[src/rtl/edge_det_pkg.sv]
// Shared types and mode encoding for the multi-channel edge detector.
// No latency: declarations and a pure combinational helper only.
// No backpressure: nothing in here carries flow control.
package edge_det_pkg;

    // Per-channel edge selection: bit 0 enables rising edges, bit 1 enables falling edges
    typedef logic [1:0] edge_mode_t;

    localparam edge_mode_t MODE_OFF  = 2'b00;
    localparam edge_mode_t MODE_RISE = 2'b01;
    localparam edge_mode_t MODE_FALL = 2'b10;
    localparam edge_mode_t MODE_BOTH = 2'b11;

    // True when a transition to new_level is a direction the mode asks us to report
    function automatic logic edge_allowed(edge_mode_t mode, logic new_level);
        logic allow;
        case (mode)
            MODE_RISE: allow = new_level;
            MODE_FALL: allow = ~new_level;
            MODE_BOTH: allow = 1'b1;
            default:   allow = 1'b0;
        endcase
        return allow;
    endfunction

endpackage

[src/rtl/edge_filter_ch.sv]
// One channel: synchroniser, stable-count glitch filter, edge qualifier and sticky pending flag.
// Latency: data_in change to edge_pulse = SYNC_STAGES + filt_len + 1 rising edges, counting the sampling edge.
// No backpressure: pulses are never held off; pending absorbs them until cleared.
module edge_filter_ch
    import edge_det_pkg::*;
#(
    parameter int SYNC_STAGES = 2,
    parameter int FILT_W      = 4
) (
    input  logic              clk,
    input  logic              resetn,
    input  logic              data_in,
    input  edge_mode_t        mode,
    input  logic [FILT_W-1:0] filt_len,
    input  logic              clr,
    output logic              level_out,
    output logic              edge_pulse,
    output logic              pending,
    output logic              pending_nxt
);

    logic [SYNC_STAGES-1:0] sync_q;
    logic                   sync;
    logic [FILT_W-1:0]      cnt;
    logic [FILT_W-1:0]      cnt_nxt;
    logic                   level_nxt;
    logic                   pulse_nxt;

    // Stage 0 takes the raw pin; the highest stage is the metastability-safe copy
    assign sync = sync_q[SYNC_STAGES-1];

    // Synchroniser shift chain
    always_ff @(posedge clk or negedge resetn) begin
        if (!resetn) begin
            sync_q <= '0;
        end else begin
            sync_q <= {sync_q[SYNC_STAGES-2:0], data_in};
        end
    end

    // Filter: the level only moves after filt_len+1 consecutive disagreeing samples.
    // cnt holds how many earlier consecutive cycles already disagreed, so it can
    // never pass filt_len and a shrinking filt_len releases the level at once.
    always_comb begin
        level_nxt = level_out;
        cnt_nxt   = '0;
        pulse_nxt = 1'b0;
        if (sync != level_out) begin
            if (cnt >= filt_len) begin
                level_nxt = sync;
                pulse_nxt = edge_allowed(mode, sync);
            end else begin
                cnt_nxt = cnt + FILT_W'(1);
            end
        end
    end

    // Sticky flag: a new pulse beats a simultaneous clear
    assign pending_nxt = edge_pulse | (pending & ~clr);

    // Filter, edge and pending state
    always_ff @(posedge clk or negedge resetn) begin
        if (!resetn) begin
            cnt        <= '0;
            level_out  <= 1'b0;
            edge_pulse <= 1'b0;
            pending    <= 1'b0;
        end else begin
            cnt        <= cnt_nxt;
            level_out  <= level_nxt;
            edge_pulse <= pulse_nxt;
            pending    <= pending_nxt;
        end
    end

endmodule

[src/rtl/edge_detector_multi.sv]
// N_CH independent filtered edge detectors with sticky flags and one aggregated interrupt.
// Latency: SYNC_STAGES + filt_len + 1 edges to edge_pulse; pending and irq one edge later.
// No backpressure: every qualified edge pulses; pending holds it until write-1-to-clear.
module edge_detector_multi
    import edge_det_pkg::*;
#(
    parameter int N_CH        = 8,
    parameter int SYNC_STAGES = 2,
    parameter int FILT_W      = 4
) (
    input  logic                clk,
    input  logic                resetn,
    input  logic [N_CH-1:0]     data_in,
    input  logic [2*N_CH-1:0]   mode,
    input  logic [FILT_W-1:0]   filt_len,
    input  logic [N_CH-1:0]     clr,
    output logic [N_CH-1:0]     level_out,
    output logic [N_CH-1:0]     edge_pulse,
    output logic [N_CH-1:0]     pending,
    output logic                irq
);

    logic [N_CH-1:0] pending_nxt;

    for (genvar i = 0; i < N_CH; i++) begin : g_ch
        edge_filter_ch #(
            .SYNC_STAGES (SYNC_STAGES),
            .FILT_W      (FILT_W)
        ) u_ch (
            .clk         (clk),
            .resetn      (resetn),
            .data_in     (data_in[i]),
            .mode        (mode[2*i +: 2]),
            .filt_len    (filt_len),
            .clr         (clr[i]),
            .level_out   (level_out[i]),
            .edge_pulse  (edge_pulse[i]),
            .pending     (pending[i]),
            .pending_nxt (pending_nxt[i])
        );
    end

    // irq registers the OR of next-cycle pending so it rises and falls with pending
    always_ff @(posedge clk or negedge resetn) begin
        if (!resetn) begin
            irq <= 1'b0;
        end else begin
            irq <= |pending_nxt;
        end
    end

endmodule

[config.mk]
export PLATFORM = sky130hd
export DESIGN_NAME = edge_detector_multi
export DESIGN_NICKNAME = d
export VERILOG_FILES = /design/src/rtl/edge_det_pkg.sv /design/src/rtl/edge_filter_ch.sv /design/src/rtl/edge_detector_multi.sv
export SDC_FILE = /design/constraint.sdc
export NUM_CORES = 1
export LEC_CHECK = 0
export ABC_CLOCK_PERIOD_IN_PS = 1900
export CAP_MARGIN = 0
export CORE_MARGIN = 1.5
export CORE_UTILIZATION = 35
export DETAILED_ROUTE_END_ITERATION = 10
export DONT_BUFFER_PORTS = 1
export PLACE_DENSITY = 0.52
export SETUP_SLACK_MARGIN = 0.2
export SYNTH_ARGS = -nofsm -noshare
export SYNTH_HDL_FRONTEND = slang
export SYNTH_HIERARCHICAL = 1
export SYNTH_SLANG_ARGS = --single-unit
[constraint.sdc]
create_clock -name clk -period 1.9 [get_ports clk]
set_input_delay 0.38 -clock clk [delete_from_list [all_inputs] [get_ports clk]]
set_output_delay 0.38 -clock clk [all_outputs]
set_load 0.05 [all_outputs]
Word-level counts from Yosys, hierarchy flattened
Cells that the tools add are included.
{ "classes": {"bitwise": 32, "addsub": 8, "magnitude_cmp": 8, "n_mul": 0, "n_reduce_logical": 9, "shifts": 0, "eq_ne": 32, "mux": 40, "div": 0} }
{ "ops": {"columns": ["op", "n"], "rows": [
  ["two-way mux 4 bit", 16],
  ["adder 4 x 1 -> 4 bit (second input constant)", 8],
  ["== test 2 bit (second input constant)", 16],
  ["greater-or-equal comparator 4 bit", 8],
  ["case mux 1 bit (3 select lines)", 8],
  ["== test 2 x 1 -> 1 bit (second input constant)", 8],
  ["two-way mux 1 bit", 16],
  ["NOT 1 bit", 16],
  ["AND reduction 2 bit", 8],
  ["bitwise AND 1 bit", 8],
  ["inequality test 1 bit", 8],
  ["OR 1 bit", 8],
  ["OR reduction 8 bit", 1]
]} }
{ "totals": {"memories": 0, "inputBits": 38, "output_inout_bits": 25, "ff_bits": 73, "mem_bits_rw": 0, "romBits": 0, "latchBits": 0} }

Logic depth before layout (Yosys ltp)
{ "logic_depth": {"ltp_word": 4, "mapped_depth": 6, "mapped_depth_nobuf": 6} }

By module
The synthesis kept the hierarchy.
{ "modules_own_cells": {"columns": ["mod", "area_each_um2", "cells_each", "instances"], "rows": [
  ["edge_filter_ch", 461.7, 41, 8],
  ["edge_detector_multi", 41.3, 4, 1]
]} }

Least setup slack after synthesis
Ideal clock, no wire load.
{ "synth_timing": {"kind": "reg-to-reg", "startpoint": "reg g_ch[0].u_ch.cnt[0]", "endpoint": "reg g_ch[0].u_ch.level_out", "t_required_ps": 1773, "stages_incl_launch_ff": 7, "setup_ps": 127, "setup_slack_ps": 223, "arrival_time_ps": 1550, "path_cell_list": "dfrtp_1 > inv_1 > ha_1 > nand2b_4 > a2111oi_4 > nor2_2 > mux2_1"} }
{ "synth_between": {"elab_chain_len": 2} }
{ "synth_rtl": {"columns": ["element", "line", "text"], "rows": [
  ["start: declaration", "edge_filter_ch.sv:24", "logic [FILT_W-1:0] cnt;"],
  ["start signal: assignment", "edge_filter_ch.sv:69", "cnt <= cnt_nxt;"],
  ["greater-or-equal comparator 4 bit", "edge_filter_ch.sv:49", "if (cnt >= filt_len) begin"],
  ["AND reduction 2 bit (no line)", null, null],
  ["end signal: assignment", "edge_filter_ch.sv:70", "level_out <= level_nxt;"],
  ["end: declaration", "edge_filter_ch.sv:16", "output logic level_out,"]
]} }
Every way passes these cells.
A chain may end at the register's enable or synchronous reset.

Final worst setup path
{ "layout_timing": {"startpoint": "reg g_ch[1].u_ch.cnt[0]", "endpoint": "reg g_ch[1].u_ch.level_out"} }
{ "layout_between": {"elab_chain_len": 2} }
{ "layout_rtl": {"columns": ["element", "line"], "rows": [
  ["start: declaration", "edge_filter_ch.sv:24"],
  ["start signal: assignment", "edge_filter_ch.sv:69"],
  ["greater-or-equal comparator 4 bit", "edge_filter_ch.sv:49"],
  ["AND reduction 2 bit (no line)", null],
  ["end signal: assignment", "edge_filter_ch.sv:70"],
  ["end: declaration", "edge_filter_ch.sv:16"]
]} }
Every way passes these cells.

==> results.yml <==
synth:
  synth_flop_cell: "dfrtp_1"
  syn_nets: 410
  synth_cell_type_count: 18
  synthXorXnorAreaFrac_pct: 5.63
  synth_seq_area_share_pct: 48.9
  syn_avg_cell_area_um2: 11.2
  synthesis.instances: 332
  yosys_warnings: 6
  synth-seq-cells: 73
  synth_adder_area_share_pct: 13.4
  synth.area.mux_share_pct: 2.41
  synth_top_cell_by_area: "dfrtp_1"
  synth_top_area_share_pct: 48.9
  synth_top_family_by_area: "adder cells"
  synthSimpleGateAreaFrac_pct: 12.5
  synth_most_common_cell: "dfrtp_1"
  synthTopCellsByArea: "dfrtp_1, ha_1, a2111oi_4"
  netlist_top_cells_count: "dfrtp_1, inv_1, nor2_1"
  synth_edf_count: 0
  synth_compound_area_share_pct: 11.5
  synth-async-reset-ratio_pct: 100
  synth_area_um2: 3730
clock_tree:
  cts-htree-levels: 3
  cts_inserted_buffers: 9
  insertion_delay_ns: 0.35
  cts-root-buf: "clkbuf_8"
  cts_tree: "built"
  clk_pin_slew_ns: 0.08
  cts.sinks: 73
  cts_buffer_depth: 2
floorplan:
  core_um2: 10300
  rows: 37
  die_width_um: 106
  initial_core_util_pct: 36.2
  dieHeight_um: 106
  io-pin-count: 63
  dieArea_um2: 11300
pwr:
  seq_power_share_pct: 42.0
  clock_power_share_pct: 24.8
  switching_power_mw: 2.21
  p_int_mw: 3.78
  p_leak_nw: 2.30
  power_density_nw_per_um2: 1370
  power_frac_comb_pct: 33.2
  sw_frac_of_total_pct: 36.9
  max-vdd-ir-drop_v: 0.000646
cells_and_area:
  nets: 448
  area_delta_synth_final_pct: 17.2
  fill_cells: 996
  ff_latch_area_um2: 1830
  multi_input_area_um2: 1720
  antenna_cells: 0
  drive_above_1_share_pct: 18.9
setup_path:
  worstSetupEndpointType: "register"
  cp_max_fo: 3
  ff2ff_setup_slack_ns: 0.21
  cp.required_ns: 2.13
  crit_type: "reg -> reg"
  worstSetupEndpoint: "g_ch[1].u_ch/level_out"
  worstReg2RegEnd: "g_ch[1].u_ch/level_out"
  crit_path_start_kind: "register"
  arrival_ns: 1.92
  r2r_cells: 6
  timing.rr.start: "g_ch[1].u_ch/cnt[0]"
  startpoint: "g_ch[1].u_ch/cnt[0]"
global_routing:
  grt_usage_pct: 13.3
  grt_antenna_before_repair: 0
  overflow: 0
  grt_pass1_vias: 2394
  grt_pass1_wl_um: 11600
  grt_max_degree: 74
placement:
  pre_cts_slack_ns: 0.118
  hpwl_um: 4740
  place_congestion: 0.727
  port-buffer-count: 0
drt:
  dr.pass1.iters: 4
  drcViolationCount: 0
  drt_iter0_drc: 40
  ant_nets: 0
  avgRoutedWirePerCell_um: 13.3
  wl_um: 6800
  vias: 2339
  vias_per_cell: 4.58
sta:
  finalCriticalPeriod_ns: 1.69
  hold_viol: 73
  fin_skew_ns: 0.0111
  setup-tns-final_ns: 0
  max_slew.worst_pin.slew_ns: 0.595
  rsz0062_at_grt: "true"
  setup_slack_ns: 0.215
  drv_slew: 0
  min_period_over_period_pct: 88.7
  max_freq_mhz: 593
  whs_ns: -0.279
  relSlewSlack_pct: 60.4
  setup_viol: 0
flow_run:
  drv.max_cap_violation_count: 0
worst_hold_path:
  min_path_type: "in -> async"
outcome:
  status: "finished, violations left"
  violations: "negative hold slack"
[power groups by stage]
stage | Sequential [mW] | Clock, mW | Combinational, mW
after floorplan | 2.65 | 0 | 1.30
after global placement | 2.58 | 0 | 1.69
after detailed placement | 2.59 | 0 | 1.72
after CTS | 2.52 | 1.55 | 1.92
after global routing | 2.57 | 1.62 | 2.23
final | 2.52 | 1.49 | 1.99
[through the flow]
| step | util [%] | power [mW] | hold slack [ns] | cells | instance area [um^2] |
|---|---|---|---|---|---|
| 2_1_floorplan | - | 3.95 | 0.0844 | 332 | 3730 |
| 3_3_place_gp | 39.0 | 4.28 | 0.0864 | 484 | 4030 |
| 3_5_place_dp | 39.0 | 4.32 | 0.0863 | 484 | 4030 |
| 4_1_cts | 42.0 | 5.98 | -0.299 | 509 | 4340 |
| 5_1_grt | 42.4 | 6.42 | -0.311 | 511 | 4380 |
| 6_report | 42.4 | 5.99 | -0.279 | 511 | 4380 |
[worst max-delay path, cell delays in order, from the launching register on]
cell and delay, ns:
dfrtp_1 0.36, inv_1 0.05, ha_1 0.26, nand2b_4 0.15, a2111oi_4 0.38, nor2_2 0.08, mux2_1 0.31
[final cells by class]
cell class / instances / area share (%)
clock buffers: 11 / 3.23
clock inverters: 5 / 2.34
inverters: 56 / 4.80
multi-input cells: 203 / 39.4
flip-flops and latches: 73 / 41.7
well taps: 136 / 3.89
repair buffers: 27 / 4.63
[layer usage]
layer	global-route usage [%]	up-vias	share of wire (%)
met5	0	-	0
met1	17.1	1116	47
met2	21.1	56	46
met3	4.17	9	5.7
met4	4.34	0	1.5
li1	-	1158	-
[registers in the layout (all words and copies together), names as in the netlist]
signal / cells
g_ch.u_ch/pending: 8
g_ch.u_ch/edge_pulse: 8
irq: 1
g_ch.u_ch/level_out: 8
g_ch.u_ch/cnt: 32
g_ch.u_ch/sync_q: 16
[worst min path at each step]
stage                 from  slack [ns]                 endpoint
CTS                 resetn       -0.30      g_ch[5].u_ch/cnt[0]
floorplan           resetn        0.08      g_ch[0].u_ch/cnt[0]
detailed placement  resetn        0.09  g_ch[5].u_ch/edge_pulse
finish              resetn       -0.28  g_ch[5].u_ch/edge_pulse
global route        resetn       -0.31      g_ch[6].u_ch/cnt[2]
global placement    resetn        0.09  g_ch[5].u_ch/edge_pulse
[timing repair]
action | in CTS | in global routing
buffers inserted | 9 | 2
pin swaps | 6 | 7
hold endpoints to repair | 73 | 73
resized for setup | 3 | 11
endpoints found under the setup margin | 40 | 32
[cells in the final DEF (no fill, tap or decap)]
master / netlist / layout
o21ai_4: 0 / 1
mux2_1: 8 / 5
nor2_1: 48 / 47
ha_1: 40 / 40
clkbuf_8: 0 / 10
mux2_4: 0 / 3
buf_4: 0 / 27
nand3_1: 8 / 8
clkbuf_1: 0 / 1
xnor2_1: 8 / 8
nor4_1: 2 / 2
o21ai_1: 0 / 7
a2111oi_4: 8 / 8
bufinv_16: 0 / 3
inv_1: 56 / 56
clkinvlp_4: 0 / 1
nand2b_4: 8 / 8
nor2_2: 8 / 9
a31oi_1: 8 / 8
o21a_1: 8 / 8
nand2_1: 9 / 9
xor2_1: 16 / 16
clkinv_2: 0 / 1
a21o_1: 8 / 8
nor3_1: 8 / 8
dfrtp_1: 73 / 73
[cells by family after synthesis]
| group | count (synthesis) |
|---|---|
| flip-flops | 73 |
| XOR/XNOR | 24 |
| AO/OA/AOI/OAI | 40 |
| AND/OR/NAND/NOR | 91 |
| buffers and inverters | 56 |
| multiplexers | 8 |
| adder cells (fa/ha/maj) | 40 |
Power figures use the tool's default switching activity.
